==> src/rtl/lcd_bus_monitor.sv <==
// lcd_bus_monitor
//    Passive monitor for an HD44780-style LCD bus driven in 4-bit mode.
//    It follows the 8-bit wake-up sequence (three 0x3 commands and then
//    0x2). Once 4-bit mode is entered, it joins each pair of strobed
//    nibbles into one byte. It also flags sequence errors and timing
//    errors: a gap that is too short, or an E pulse that is too narrow.
//
// Parameters
//    FREQ        system clock frequency in Hz (timing limits scale from T1US)
//    T_EH        minimum LCD_E high width in CLK cycles
//
// Ports
//    CLK         system clock, rising edge
//    RST         synchronous active-high reset
//    LCD_D[4:0]  observed bus: bit4 = RS, bits[3:0] = D7..D4
//    LCD_E       observed enable strobe
//    byte_out    last reassembled byte
//    byte_rs     RS of last reassembled byte
//    byte_valid  one-cycle pulse when byte_out/byte_rs update
//    init_done   level, set once 4-bit mode has been entered
//    seq_err     one-cycle pulse on an illegal nibble or RS mismatch
//    timing_err  one-cycle pulse on a gap or E-width violation
//    err_count   saturating count of seq_err plus timing_err events
module lcd_bus_monitor #(
   parameter int FREQ = 50000000,
   parameter int T_EH = 12
) (
   input  logic       CLK,
   input  logic       RST,
   input  logic [4:0] LCD_D,
   input  logic       LCD_E,
   output logic [7:0] byte_out,
   output logic       byte_rs,
   output logic       byte_valid,
   output logic       init_done,
   output logic       seq_err,
   output logic       timing_err,
   output logic [7:0] err_count
);

   localparam int T1US = FREQ / 1000000;
   localparam logic [20:0] GAP_INIT_A = 21'(4100 * T1US);
   localparam logic [20:0] GAP_CMD    = 21'(100 * T1US);
   localparam logic [20:0] GAP_NIB    = 21'(1 * T1US);
   localparam logic [20:0] GAP_SLOW   = 21'(1520 * T1US);
   localparam logic [20:0] GAP_FAST   = 21'(37 * T1US);

   typedef enum logic [2:0] {
      INIT_A = 3'd0,
      INIT_B = 3'd1,
      INIT_C = 3'd2,
      INIT_D = 3'd3,
      NIB_HI = 3'd4,
      NIB_LO = 3'd5
   } state_t;

   // Clear display (0x01) and return home (0x02/0x03) are the slow commands
   function automatic logic isSlowCmd(input logic rs, input logic [7:0] b);
      return (rs == 1'b0) && ((b == 8'h01) || (b == 8'h02) || (b == 8'h03));
   endfunction

   // Error counter add that sticks at 8'hFF
   function automatic logic [7:0] satAdd(input logic [7:0] cnt, input logic [1:0] inc);
      logic [8:0] sum;
      sum = {1'b0, cnt} + {7'd0, inc};
      return sum[8] ? 8'hFF : sum[7:0];
   endfunction

   logic        eQ_r;
   logic [4:0]  dQ_r;
   logic [15:0] eHigh_r;
   logic [20:0] gap_r;
   state_t      state_r;
   state_t      stateNext_s;
   logic [3:0]  hiNib_r;
   logic        hiRs_r;

   logic        strobe_s;
   logic [16:0] eHighNext_s;
   logic        eShort_s;
   logic        timErr_s;
   logic        seqErr_s;
   logic        byteLoad_s;
   logic        hiLoad_s;
   logic        initSet_s;
   logic [20:0] gapLoad_s;
   logic [7:0]  formed_s;

   // A strobe is the falling edge of E as seen through the input register
   assign strobe_s    = eQ_r & ~LCD_E;
   // The count includes the current (last) high cycle of the pulse
   assign eHighNext_s = {1'b0, eHigh_r} + 17'd1;
   assign eShort_s    = eHighNext_s < 17'(T_EH);
   assign timErr_s    = strobe_s & ((gap_r != 21'd0) | eShort_s);
   assign formed_s    = {hiNib_r, dQ_r[3:0]};

   // Single register stage on the observed bus
   always_ff @(posedge CLK) begin
      if (RST) begin
         eQ_r <= 1'b0;
         dQ_r <= 5'd0;
      end else begin
         eQ_r <= LCD_E;
         dQ_r <= LCD_D;
      end
   end

   // Count E-high cycles; cleared on the first cycle after E drops
   always_ff @(posedge CLK) begin
      if (RST) begin
         eHigh_r <= 16'd0;
      end else if (!eQ_r) begin
         eHigh_r <= 16'd0;
      end else if (eHigh_r != 16'hFFFF) begin
         eHigh_r <= eHigh_r + 16'd1;
      end else begin
         eHigh_r <= eHigh_r;
      end
   end

   // Minimum-gap counter: reloaded on every strobe, then runs down to zero
   always_ff @(posedge CLK) begin
      if (RST) begin
         gap_r <= 21'd0;
      end else if (strobe_s) begin
         gap_r <= gapLoad_s;
      end else if (gap_r != 21'd0) begin
         gap_r <= gap_r - 21'd1;
      end else begin
         gap_r <= gap_r;
      end
   end

   // FSM state register
   always_ff @(posedge CLK) begin
      if (RST) begin
         state_r <= INIT_A;
      end else begin
         state_r <= stateNext_s;
      end
   end

   // FSM next-state logic; any bad init nibble restarts the wake-up sequence
   always_comb begin
      stateNext_s = state_r;
      if (strobe_s) begin
         case (state_r)
            INIT_A:  stateNext_s = (dQ_r == 5'b00011) ? INIT_B : INIT_A;
            INIT_B:  stateNext_s = (dQ_r == 5'b00011) ? INIT_C : INIT_A;
            INIT_C:  stateNext_s = (dQ_r == 5'b00011) ? INIT_D : INIT_A;
            INIT_D:  stateNext_s = (dQ_r == 5'b00010) ? NIB_HI : INIT_A;
            NIB_HI:  stateNext_s = NIB_LO;
            NIB_LO:  stateNext_s = NIB_HI;
            default: stateNext_s = INIT_A;
         endcase
      end else begin
         stateNext_s = state_r;
      end
   end

   // FSM output decode: error/load strobes and the gap to enforce next
   always_comb begin
      seqErr_s   = 1'b0;
      byteLoad_s = 1'b0;
      hiLoad_s   = 1'b0;
      initSet_s  = 1'b0;
      gapLoad_s  = 21'd0;
      if (strobe_s) begin
         case (state_r)
            INIT_A: begin
               gapLoad_s = GAP_INIT_A;
               seqErr_s  = (dQ_r != 5'b00011);
            end
            INIT_B, INIT_C: begin
               gapLoad_s = GAP_CMD;
               seqErr_s  = (dQ_r != 5'b00011);
            end
            INIT_D: begin
               gapLoad_s = GAP_CMD;
               initSet_s = (dQ_r == 5'b00010);
               seqErr_s  = (dQ_r != 5'b00010);
            end
            NIB_HI: begin
               gapLoad_s = GAP_NIB;
               hiLoad_s  = 1'b1;
            end
            NIB_LO: begin
               gapLoad_s = isSlowCmd(dQ_r[4], formed_s) ? GAP_SLOW : GAP_FAST;
               // An RS change mid-byte means the two nibbles do not belong together
               if (dQ_r[4] != hiRs_r) begin
                  seqErr_s = 1'b1;
               end else begin
                  byteLoad_s = 1'b1;
               end
            end
            default: begin
               gapLoad_s = 21'd0;
            end
         endcase
      end else begin
         gapLoad_s = 21'd0;
      end
   end

   // High-nibble holding register; a reset drops any half-received byte
   always_ff @(posedge CLK) begin
      if (RST) begin
         hiNib_r <= 4'd0;
         hiRs_r  <= 1'b0;
      end else if (hiLoad_s) begin
         hiNib_r <= dQ_r[3:0];
         hiRs_r  <= dQ_r[4];
      end else begin
         hiNib_r <= hiNib_r;
         hiRs_r  <= hiRs_r;
      end
   end

   // Registered outputs, one cycle after the strobe cycle
   always_ff @(posedge CLK) begin
      if (RST) begin
         byte_out   <= 8'd0;
         byte_rs    <= 1'b0;
         byte_valid <= 1'b0;
         init_done  <= 1'b0;
         seq_err    <= 1'b0;
         timing_err <= 1'b0;
         err_count  <= 8'd0;
      end else begin
         byte_valid <= byteLoad_s;
         if (byteLoad_s) begin
            byte_out <= formed_s;
            byte_rs  <= dQ_r[4];
         end else begin
            byte_out <= byte_out;
            byte_rs  <= byte_rs;
         end
         init_done  <= init_done | initSet_s;
         seq_err    <= seqErr_s;
         timing_err <= timErr_s;
         err_count  <= satAdd(err_count, {1'b0, seqErr_s} + {1'b0, timErr_s});
      end
   end

endmodule

==> config.mk <==
export PLATFORM = sky130hd
export DESIGN_NAME = lcd_bus_monitor
export DESIGN_NICKNAME = d
export VERILOG_FILES = /design/src/rtl/lcd_bus_monitor.sv
export SDC_FILE = /design/constraint.sdc
export NUM_CORES = 1
export LEC_CHECK = 0
export CAP_MARGIN = 40
export CORE_UTILIZATION = 30
export CTS_BUF_LIST = sky130_fd_sc_hd__clkbuf_2 sky130_fd_sc_hd__clkbuf_4 sky130_fd_sc_hd__clkbuf_8
export DETAILED_ROUTE_END_ITERATION = 16
export PLACE_DENSITY = 0.52
export SYNTH_ARGS = -nofsm -noshare
export SYNTH_HDL_FRONTEND = slang
export SYNTH_SLANG_ARGS = --single-unit
==> constraint.sdc <==
create_clock -name CLK -period 3.1 [get_ports CLK]
set_input_delay 0.62 -clock CLK [delete_from_list [all_inputs] [get_ports CLK]]
set_output_delay 0.62 -clock CLK [all_outputs]
set_load 0.1 [all_outputs]
==> implementation parameters <==
Parameter                              Value

Status
  Status    finished with violations
  Violated checks    design-rule violations

Timing
  Total setup violations reported at the end of the flow    0
  Peak Freq    345 MHz
  Setup skew after layout    0.00706 ns
  Setup TNS after final layout    0 ns
  Max-Slew Margin vs Limit    55.0%
  WHS    0.460 ns
  Fraction of the cycle the final worst path needs    93.4%
  Worst path setup slack after routing    0.205 ns
  Final worst path period need    2.90 ns
  Slew Viols, Final    0
  Final Hold Viols    0
  Setup repair after global routing missed its margin    yes
  Tightest Pin Transition    approximately 0.67 ns

Yosys
  Most repeated cell in the gate-level netlist after synthesis    sky130_fd_sc_hd__dfxtp_1
  Gate count of the mapped netlist    389
  Async set-or-reset flop fraction in the synthesized netlist    0%
  Largest family of logic cells by synthesized area    simple AND/OR/NAND/NOR gates
  Synth top cells by count    72 x sky130_fd_sc_hd__dfxtp_1, 44 x sky130_fd_sc_hd__nor2_1, 36 x sky130_fd_sc_hd__a21oi_1
  Fraction of post-synthesis cell area in the top cell type by area    43.3%
  Number of nets produced by synthesis    ~400
  Synth Area in Compound Gates    12.8%
  Mean area per synthesized cell    8.57 sq um
  Xor/xnor share of the synthesized area    8.41%
  Mux contribution to synthesized area    4.54%
  Cell type contributing the most total cell area after synthesis    sky130_fd_sc_hd__dfxtp_1
  Flops & latches, synth    72
  Warnings from Yosys    0
  Arithmetic-cell share of the synthesized area counting full adders, half adders and majority gates    about 1.7%
  Top flip-flop cell by instance count after synthesis    sky130_fd_sc_hd__dfxtp_1
  Mapped cell area    0.00333 sq mm
  Synth area leaders    sky130_fd_sc_hd__dfxtp_1 43%, sky130_fd_sc_hd__a21oi_1 5.4%, sky130_fd_sc_hd__nor2_1 5.0%, sky130_fd_sc_hd__xnor2_1 4.7%, sky130_fd_sc_hd__mux2i_1 4.2%
  Share of synthesized area occupied by flip-flops and latches    43.3%
  Share of synthesized cell area in and, or, nand and nor gates    approximately a quarter
  Number of synthesized flops with an enable pin    0
  Distinct cell type count after synthesis    roughly 50

Final layout
  Area growth from synthesis to layout    24.0%
  Count of antenna diodes in the layout    0
  Layout cells sized above 1    19.8%
  Finished Core Util    38.1%
  Final layout net count    ~460

Routing
  Total length of routed wires    7.56 mm
  Initial DRC count    157
  Routed Antenna Nets    0
  Number of detailed-route iterations in the first pass    10
  Overall via count from detail_route    approximately 2,900
  Vias per cell    ~5
  DRC violation count after routing    1
  Routed length per instance    12.8 um

Global route
  Number of antenna violations at the first check in global routing    0
  Total GRT Usage    14.3%
  First-pass GRT wire length    12.9 mm
  Vias in the first global route    2,708
  Pin count of the biggest net entering global routing    39
  Remaining Overflow, GRT    0

Worst setup path
  Kind of end point of the critical path    flop
  Required time of the critical path    3.33 ns
  Setup CP Type    flop to flop
  Critical path fanouts, max    6
  Crit start category    flop
  Data arrival time of the worst path    3.12 ns

Clock tree
  Clock net sink count    between 70 and 80
  Clock latency reported for the late side of the worst-skew pair    0.35 ns
  Buffer depth of the longest clock path    2
  Clock buffers created by TritonCTS    9
  CTS tree    built
  Clk Tree Root Cell    sky130_fd_sc_hd__clkbuf_8
  Max H-tree Level    3
  Reg clk slew, reported paths    about 0.080 ns

Power and ir drop
  Power density of the placed cells    ~680 mW/mm^2
  Largest voltage drop on the vdd net    0.250 mV
  Overall power    2.81 mW
  Reported leakage power    ~1.6 nW

Place
  Setup WS pre-CTS    -0.0487 ns
  IO Port Bufs    28
  Estimated wirelength of the detail-placed design    5.35 mm
  Gp weighted congestion    0.755

Worst hold path
  Worst hold path type    flop to flop

Die
  Rows    38
  Core Footprint    0.0108 sq mm
  Overall die height    107 um
  Starting Density    approximately 30%
  Die footprint    0.0115 sq mm
  Width of the die    between 100 and 150 um
  Ports    29

Flow run
  MaxCap Viol Count    0
-- power by group --
group	switching, mW	internal, mW
combinational	0.505	0.457
sequential	0.114	1.05
clock	0.374	0.313
total	0.993	1.82
-- path summary, 6_finish.rpt --
check | from | slack [ns] | end | cells past startpoint
max | gap_r[12]$_SDFFE_PP0P_ | 0.20 | err_count[3]$_SDFF_PP0_ | 9
min | init_done$_SDFF_PP0_ | 0.46 | init_done$_SDFF_PP0_ | 2
max reg2reg | gap_r[12]$_SDFFE_PP0P_ | 0.20 | err_count[3]$_SDFF_PP0_ | 9
min reg2reg | init_done$_SDFF_PP0_ | 0.46 | init_done$_SDFF_PP0_ | 2
-- per-layer routing --
metal	track usage, %	vias to the layer above	wire, um
li1	-	1487	-
met1	19.2	1339	3800
met2	21.6	35	3370
met3	3.81	8	282
met4	5.87	0	116
met5	0	-	0
-- registers in the layout (all words and copies together), names as in the netlist --
name	flops
byte_out	8
eHigh_r	16
timing_err	1
byte_rs	1
init_done	1
gap_r	21
dQ_r	5
eQ_r	1
hiRs_r	1
seq_err	1
byte_valid	1
state_r	3
err_count	8
hiNib_r	4
-- placed cells by master (no fill, tap or decap), types with 2 or more instances in the layout --
cell type	instances
sky130_fd_sc_hd__inv_1	14
sky130_fd_sc_hd__or2_2	2
sky130_fd_sc_hd__nor2b_1	9
sky130_fd_sc_hd__a21oi_1	36
sky130_fd_sc_hd__nor3_1	20
sky130_fd_sc_hd__nand4b_1	2
sky130_fd_sc_hd__a31oi_1	5
sky130_fd_sc_hd__buf_4	53
sky130_fd_sc_hd__o21ai_0	11
sky130_fd_sc_hd__nand2b_1	3
sky130_fd_sc_hd__dfxtp_1	68
sky130_fd_sc_hd__or4_4	3
sky130_fd_sc_hd__clkinvlp_4	4
sky130_fd_sc_hd__nand4_1	6
sky130_fd_sc_hd__o311ai_0	2
sky130_fd_sc_hd__and4b_1	3
sky130_fd_sc_hd__nor2_1	44
sky130_fd_sc_hd__ha_1	2
sky130_fd_sc_hd__nand2_1	33
sky130_fd_sc_hd__nor3b_1	2
sky130_fd_sc_hd__o211a_1	2
sky130_fd_sc_hd__clkdlybuf4s50_1	7
sky130_fd_sc_hd__mux2i_1	14
sky130_fd_sc_hd__clkbuf_8	10
sky130_fd_sc_hd__and3_1	2
sky130_fd_sc_hd__nand3_1	14
sky130_fd_sc_hd__nor4_1	9
sky130_fd_sc_hd__xnor2_1	18
sky130_fd_sc_hd__xor2_1	14
sky130_fd_sc_hd__nor4_2	4
sky130_fd_sc_hd__dfxtp_2	3
sky130_fd_sc_hd__or3_1	3
-- layout make-up --
cell class | instances | area, sq um
Fill cell | 1121 | 6710
Timing Repair Buffer | 60 | 468
Tap cell | 140 | 175
Inverter | 14 | 52.6
Clock buffer | 10 | 138
Sequential cell | 72 | 1450
Clock inverter | 6 | 43.8
Multi-Input combinational cell | 288 | 1810
-- cell families after synthesis --
family | Yosys count
multiplexers | 15
AO/OA/AOI/OAI | 71
flip-flops | 72
buffers and inverters | 29
AND/OR/NAND/NOR | 166
XOR/XNOR | 32
adder cells (fa/ha/maj) | 4
-- worst max-delay path, cell delays in order, from the launching register on --
cell and delay [ns]:
sky130_fd_sc_hd__dfxtp_1 0.32, sky130_fd_sc_hd__or4_4 0.53, sky130_fd_sc_hd__or4_4 0.43, sky130_fd_sc_hd__or4_4 0.51, sky130_fd_sc_hd__o21ai_1 0.19, sky130_fd_sc_hd__fa_1 0.23
sky130_fd_sc_hd__inv_1 0.08, sky130_fd_sc_hd__ha_4 0.18, sky130_fd_sc_hd__nand4_1 0.21, sky130_fd_sc_hd__a21oi_1 0.10
-- per-stage QoR --
stage / instance area [sq um] / instances
after floorplan: 3330 / 389
final: 4130 / 590
after global routing: 4130 / 590
after CTS: 4060 / 586
after global placement: 3880 / 570
after detailed placement: 3880 / 570
-- repair_timing --
item | in CTS | in global routing
buffers inserted | 0 | 4
hold buffers | 0 | 0
resized for setup | 1 | 11
pin swaps | 1 | 8
endpoints found under the setup margin | 6 | 8
Note: power is estimated with default switching activity, not from simulation.
